==> src/rtl/sonar_echo_emulator.sv <==
// HC-SR04-style ultrasonic sensor emulator: qualifies a trigger pulse, waits out the
// burst time, then answers with an echo pulse of programmable width followed by a dead time.
module sonar_echo_emulator #(
  parameter int unsigned MIN_TRIG_CYCLES = 32'd500,
  parameter int unsigned BURST_CYCLES    = 32'd10000,
  parameter int unsigned MAX_ECHO_CYCLES = 32'd1900000,
  parameter int unsigned HOLDOFF_CYCLES  = 32'd500000
) (
  input  logic        clk,
  input  logic        reset,
  input  logic        trigger,
  input  logic [31:0] echo_width,
  output logic        echo,
  output logic        busy,
  output logic        trig_err,
  output logic        trig_ignored,
  output logic [15:0] pulse_count
);

  typedef enum logic [2:0] {
    ST_IDLE,
    ST_TRIG_HIGH,
    ST_BURST,
    ST_ECHO,
    ST_HOLDOFF
  } state_t;

  state_t      state_r;
  logic        sync_meta_r;
  logic        trig_s_r;
  logic        trig_prev_r;
  logic [2:0]  vld_r;
  logic        rise_s;
  logic [31:0] tcnt_r;
  logic [31:0] cnt_r;
  logic [31:0] width_r;

  // Zero means "no object" and maps to the full timeout pulse; larger requests clip to the cap.
  function automatic logic [31:0] cap_width(input logic [31:0] req);
    if (req == 32'd0) begin
      return MAX_ECHO_CYCLES;
    end else if (req > MAX_ECHO_CYCLES) begin
      return MAX_ECHO_CYCLES;
    end else begin
      return req;
    end
  endfunction

  // Two-flop synchronizer, previous-sample register and a validity pipeline for both.
  always_ff @(posedge clk or negedge reset) begin
    if (!reset) begin
      sync_meta_r <= 1'b0;
      trig_s_r    <= 1'b0;
      trig_prev_r <= 1'b0;
      vld_r       <= 3'b000;
    end else begin
      sync_meta_r <= trigger;
      trig_s_r    <= sync_meta_r;
      trig_prev_r <= trig_s_r;
      vld_r       <= {vld_r[1:0], 1'b1};
    end
  end

  // An edge only counts once the previous sample holds a real pin value, so a trigger
  // already high when reset releases is seen as a level, not a rising edge.
  assign rise_s = trig_s_r & ~trig_prev_r & vld_r[2];

  // Main sequencer with registered outputs.
  always_ff @(posedge clk or negedge reset) begin
    if (!reset) begin
      state_r      <= ST_IDLE;
      tcnt_r       <= 32'd0;
      cnt_r        <= 32'd0;
      width_r      <= 32'd0;
      echo         <= 1'b0;
      busy         <= 1'b0;
      trig_err     <= 1'b0;
      trig_ignored <= 1'b0;
      pulse_count  <= 16'd0;
    end else begin
      trig_err     <= 1'b0;
      trig_ignored <= 1'b0;
      case (state_r)
        ST_IDLE: begin
          if (rise_s) begin
            state_r <= ST_TRIG_HIGH;
            tcnt_r  <= 32'd1;
            busy    <= 1'b1;
          end else begin
            busy    <= 1'b0;
          end
        end
        ST_TRIG_HIGH: begin
          if (trig_s_r) begin
            if (tcnt_r < MIN_TRIG_CYCLES) begin
              tcnt_r <= tcnt_r + 32'd1;
            end else begin
              tcnt_r <= tcnt_r;
            end
          end else if (tcnt_r >= MIN_TRIG_CYCLES) begin
            width_r <= cap_width(echo_width);
            cnt_r   <= 32'd0;
            state_r <= ST_BURST;
          end else begin
            trig_err <= 1'b1;
            busy     <= 1'b0;
            state_r  <= ST_IDLE;
          end
        end
        ST_BURST: begin
          trig_ignored <= rise_s;
          if (cnt_r >= BURST_CYCLES - 32'd1) begin
            cnt_r   <= 32'd0;
            echo    <= 1'b1;
            state_r <= ST_ECHO;
          end else begin
            cnt_r   <= cnt_r + 32'd1;
          end
        end
        ST_ECHO: begin
          trig_ignored <= rise_s;
          if (cnt_r + 32'd1 >= width_r) begin
            cnt_r       <= 32'd0;
            echo        <= 1'b0;
            pulse_count <= pulse_count + 16'd1;
            state_r     <= ST_HOLDOFF;
          end else begin
            cnt_r       <= cnt_r + 32'd1;
          end
        end
        ST_HOLDOFF: begin
          trig_ignored <= rise_s;
          if (cnt_r >= HOLDOFF_CYCLES - 32'd1) begin
            cnt_r   <= 32'd0;
            busy    <= 1'b0;
            state_r <= ST_IDLE;
          end else begin
            cnt_r   <= cnt_r + 32'd1;
          end
        end
        default: begin
          state_r <= ST_IDLE;
          cnt_r   <= 32'd0;
          echo    <= 1'b0;
          busy    <= 1'b0;
        end
      endcase
    end
  end

endmodule

==> config.mk <==
export PLATFORM = sky130hd
export DESIGN_NAME = sonar_echo_emulator
export DESIGN_NICKNAME = d
export VERILOG_FILES = /design/src/rtl/sonar_echo_emulator.sv
export SDC_FILE = /design/constraint.sdc
export NUM_CORES = 1
export LEC_CHECK = 0
export BUFFER_PORTS_ARGS = -buffer_cell sky130_fd_sc_hd__buf_2
export CORE_ASPECT_RATIO = 0.8
export CORE_MARGIN = 8
export CORE_UTILIZATION = 65
export CTS_BUF_LIST = sky130_fd_sc_hd__clkbuf_8 sky130_fd_sc_hd__clkbuf_16
export DETAILED_ROUTE_END_ITERATION = 6
export GPL_TIMING_DRIVEN = 1
export HOLD_SLACK_MARGIN = 0.06
export PLACE_DENSITY = 0.95
export SYNTH_ARGS = -nofsm -noshare
export SYNTH_HDL_FRONTEND = slang
export SYNTH_SLANG_ARGS = --single-unit
==> constraint.sdc <==
create_clock -name clk -period 12.5 [get_ports clk]
set_input_delay 0.625 -clock clk [delete_from_list [all_inputs] [get_ports clk]]
set_output_delay 0.625 -clock clk [all_outputs]
set_load 0.005 [all_outputs]
Word-level counts from Yosys, hierarchy flattened:

Cells that the tools add are included.

* add/sub/neg operators: 3
* $mul: 0
* div/mod/pow operators: 0
* $lt $le $gt $ge: 6
* equal/unequal tests: 13
* shift operators: 0
* multiplexer cells: 31
* bitwise logic cells: 7
* reductions and logical operators: 13

Operators with widths (count)
* 32-bit 2-to-1 mux: 10
* 32-bit one-hot mux with 5 select lines: 1
* 32-bit by 1-bit adder with 32-bit output, second input constant: 2
* 32-bit one-hot mux with 2 select lines: 1
* 32-bit by 14-bit greater-or-equal comparator with 1-bit output, second input constant: 1
* 32-bit by 19-bit greater-or-equal comparator with 1-bit output, second input constant: 1
* 32-bit greater-or-equal comparator: 1
* 32-bit by 9-bit greater-or-equal comparator with 1-bit output, second input constant: 1
* 32-bit by 21-bit > comparator with 1-bit output, second input constant: 1
* 32-bit logical NOT: 1
* 32-bit by 9-bit < comparator with 1-bit output, second input constant: 1
* 2-bit != test, second input constant: 9
* 16-bit by 1-bit adder with 16-bit output, second input constant: 1
* 3-bit 2-to-1 mux: 5
* 3-bit one-hot mux with 5 select lines: 1
* 1-bit 2-to-1 mux: 10
* 3-bit AND reduction: 3
* 4-bit AND reduction: 2
* 3-bit by 2-bit equality test with 1-bit output, second input constant: 2
* 3-bit OR reduction: 2
* 1-bit inverter: 5
* 5-bit AND reduction: 1
* 1-bit one-hot mux with 4 select lines: 1
* 3-bit by 1-bit equality test with 1-bit output, second input constant: 1
* 8 further kinds: 9

* bits in registers: 125
* bits in latches: 0
* RAM bits: 0
* ROM bits: 0
* output and inout port bits: 20
* word-level logic and storage cells: 86
* memories kept: 0

Longest topological paths before layout:

* depth after elaboration: 5
* depth in mapped cells: 17
* depth with buffers taken out: 15

Worst setup path after synthesis:

No wires, ideal clock.

* path kind: reg2reg
* start point: register cnt_r[0]
* end point: register cnt_r[11]
* library setup time: 123 ps
* arrival: 3797 ps
* setup slack: 8579 ps
* stages on the path, launching flop included: 16
* buffers on the path: 1
* cell sequence: dfrtp_1 -> ha_1 -> and4_1 -> nand2_1 -> nor2_1 -> nand3_1 -> xnor2_1 -> ha_1 -> nand4_2 -> or4_1 -> o32a_2 -> a21oi_4 -> nor3_2 -> nor4_4 -> buf_6 -> o21ai_2

* word-level cells in the longest chain between the ends: 4
* elaborated cells on any way between the ends: 8
* those cells by class: 1 x add/sub; 3 x order compare; 4 x mux

Ends and longest elaborated chain
* start, declared: RTL line 35 `logic [31:0] cnt_r;`
* start signal, assigned: RTL line 117 `cnt_r <= cnt_r + 32'd1;`
* start signal, assigned: RTL line 128 `cnt_r <= cnt_r + 32'd1;`
* start signal, assigned: RTL line 138 `cnt_r <= cnt_r + 32'd1;`
* 32-bit by 1-bit adder with 32-bit output
* 32-bit greater-or-equal comparator: RTL line 122 `if (cnt_r + 32'd1 >= width_r) begin`
* 32-bit 2-to-1 mux: RTL line 122
* 32-bit one-hot mux with 5 select lines (*): RTL line 83 `case (state_r)`

Every way passes the cells marked *; elsewhere a longest branch is shown, timed or not.
A chain may end at the register's enable or synchronous reset.

Worst setup path after layout:

* start point: register cnt_r[0]
* end point: register cnt_r[2]

Same word-level chain as after synthesis.

==> run metrics <==
DP HPWL=10.8 mm; worst-skew pair later-pin latency=0.43 ns; initial antenna violation count=0; CP Capture Type=flop; post-synth top area cell=dfrtp_1; grt total ovfl=0; Sink Count=125; CP max FO=15; Max VDD drop=0.0957 mV; Static Leakage=0.00371 uW; first-pass GRT wire length=between 20 and 30 mm; pin count of the biggest net entering global routing=69; fill count=619; synthesized cell area=6690 um^2; Slew HR=10.1%; fraction of registers with async set/reset=100%; final-report hold violation count=0; WS Path Type=flop to flop; FMAX=just under 0.2 GHz; Seq. cell area=3130 um^2; Finished Layout Cells=roughly 900; top cell type's share of synthesized area=46.8%; Netlist cell types=53; final setup fails=0; Post-Place Cells=roughly 860; synthesized area per cell=roughly 9.6 um^2; Final min period=5.17 ns; worst reg2reg path depth=14; routability congestion estimate=0.873; HP Class=input port to asynchronous set/reset pin; drt pass-1 iters=7; Max-Cap Viols=0; RR Startpoint=cnt_r[0]$_DFFE_PN0P_; ANT cells=0; cell count after synthesis=around 700; Synth Register Bits=125; Reg-to-Reg End=cnt_r[2]$_DFFE_PN0P_; # resized after CTS=0; vias per cell=approximately 6.3; TritonCTS clock tree=built; Placement Cell Area=7030 um^2; DR iter-0 viols=approximately 700; most common cell in the netlist=dfrtp_1; vias in the first global route=approximately 5800; Initial Util=66.1%; Power Dens Cells=122 nW/um^2; via count=5659; DRT Wirelength=16.4 mm; Worst Max-Slew Pin Slew=1.34 ns; Avg WL per Cell=18.3 um; top cells by area, synth=dfrtp_1 (47%), ha_1 (6.7%), xnor2_1 (4.7%); Worst Path Required=12.75 ns; worst clock skew=between 0.009 and 0.01 ns; gr usage total=25.2%; Main synth FF type=dfrtp_1; Final #Nets=813; RSZ-0062 raised after global routing=false; CP arrival=5.42 ns; synth warn=0; die width=approximately 130 um; Finished Cell Area=7620 um^2; Die Ht=107 um; crit share post-route=about two fifths; Setup crit start kind=flop; CTS Hold Buffers Added=0; Root Buffer=clkbuf_16; Clk pin slew, worst setup/hold paths=0.06 ns; die area=13800 um^2; share of layout cells above drive strength 1=roughly 15%; I/O pins=between 50 and 60; CTS H-tree depth=4; Layout area overhead=13.9%; core area=10100 um^2; Setup TNS Final=0 ns; cts bufs inserted=17; outcome=completed; drt drc=0; num rows=33; top cells by instance count after synthesis=dfrtp_1 (125), nor2_1 (58), nand2_1 (53), inv_1 (45), o21ai_0 (38); number of flops mapped to enable cells by yosys=0; Post-Syn Nets=768; post-CTS setup buffers=0; area occupied by multi-input gates=3260 um^2; post-synthesis sequential area ratio=46.8%; CTS max path bufs=2; buffers added on ports=54; Slew Limit Fails=0; setup slack, reg-to-reg=7.33 ns; post-route ant nets=0
==> logic make-up after synthesis <==
family,after synthesis,synth area share [%]
AO/OA/AOI/OAI,128,12.8
XOR/XNOR,47,6.16
adder cells (fa/ha/maj),36,6.74
buffers and inverters,76,4.57
flip-flops,125,46.8
multiplexers,4,0.636
other,1,0.0561
AND/OR/NAND/NOR,280,22.2
==> worst max path at each step <==
| stage | to | slack [ns] | startpoint | depth (start not counted) |
|---|---|---|---|---|
| finish | cnt_r[2]$_DFFE_PN0P_ | 7.33 | cnt_r[0]$_DFFE_PN0P_ | 14 |
| detailed placement | cnt_r[2]$_DFFE_PN0P_ | 7.50 | cnt_r[0]$_DFFE_PN0P_ | 14 |
| CTS | cnt_r[2]$_DFFE_PN0P_ | 7.37 | cnt_r[0]$_DFFE_PN0P_ | 14 |
| global placement | cnt_r[2]$_DFFE_PN0P_ | 7.71 | cnt_r[0]$_DFFE_PN0P_ | 14 |
| global route | cnt_r[27]$_DFFE_PN0P_ | 6.98 | cnt_r[9]$_DFFE_PN0P_ | 14 |
| floorplan | cnt_r[11]$_DFFE_PN0P_ | 8.58 | cnt_r[0]$_DFFE_PN0P_ | 15 |
==> placed cells by master (no fill, tap or decap), drive strengths merged, types with 18 or more instances in the layout <==
master | synthesis | final
nand4 | 26 | 26
xnor2 | 36 | 36
nand3 | 31 | 31
buf | 7 | 57
and2 | 24 | 24
inv | 45 | 48
nor3 | 18 | 18
o21ai | 48 | 48
dfrtp | 125 | 125
a21oi | 33 | 33
ha | 36 | 36
nor2 | 58 | 58
nand2 | 53 | 53
clkbuf | 24 | 18
nor4 | 21 | 21
==> state kept, by name, summed over array words and instances, names as in the netlist <==
name,count
busy,1
cnt_r,32
echo,1
pulse_count,16
state_r,3
sync_meta_r,1
tcnt_r,32
trig_err,1
trig_ignored,1
trig_prev_r,1
trig_s_r,1
vld_r,3
width_r,32
==> layout make-up <==
cell class	instances	share of cell area [%]
clock buffer	18	5.77
sequential	125	41.1
timing repair buffer	57	3.88
tap	140	2.30
multi-input combinational	496	42.8
inverter	45	2.22
clock inverter	14	1.94
==> worst max-delay path: stages (launching register included) <==
cell and delay, ns:
dfrtp_1 0.42, ha_1 0.26, and4_1 0.29, nand2_1 0.19
nor2_1 0.40, nand3_1 0.20, xnor2_1 0.18, ha_1 0.34
nand4_2 0.15, or4_1 0.57, o32a_2 0.39, a21oi_4 0.25
nor3_2 0.11, nor4_4 0.99, o21ai_0 0.24
==> report_power, final <==
group	switching (uW)	internal (uW)	leakage, uW
clock	188	298	0.000285
combinational	18.4	9.71	0.00176
sequential	5.16	410	0.00166
==> through the flow <==
stage / power, uW / utilization, % / setup slack [ns] / hold slack (ns)
finish: 929 / 75.3 / 7.33 / 0.300
floorplan: 431 / - / 8.58 / 0.329
CTS: 931 / 75.3 / 7.37 / 0.304
global route: 956 / 75.3 / 6.98 / 0.300
detailed placement: 450 / 69.5 / 7.50 / 0.339
global placement: 447 / 69.5 / 7.71 / 0.332
==> routing by layer <==
layer | part of all wire, % | track usage [%] | vias up
li1 | - | - | 2547
met4 | 3.2 | 12.9 | 0
met2 | 48 | 39.9 | 277
met3 | 7.6 | 7.54 | 67
met1 | 41 | 30.7 | 2768
met5 | 0 | 0 | -
Power figures use the tool's default switching activity.
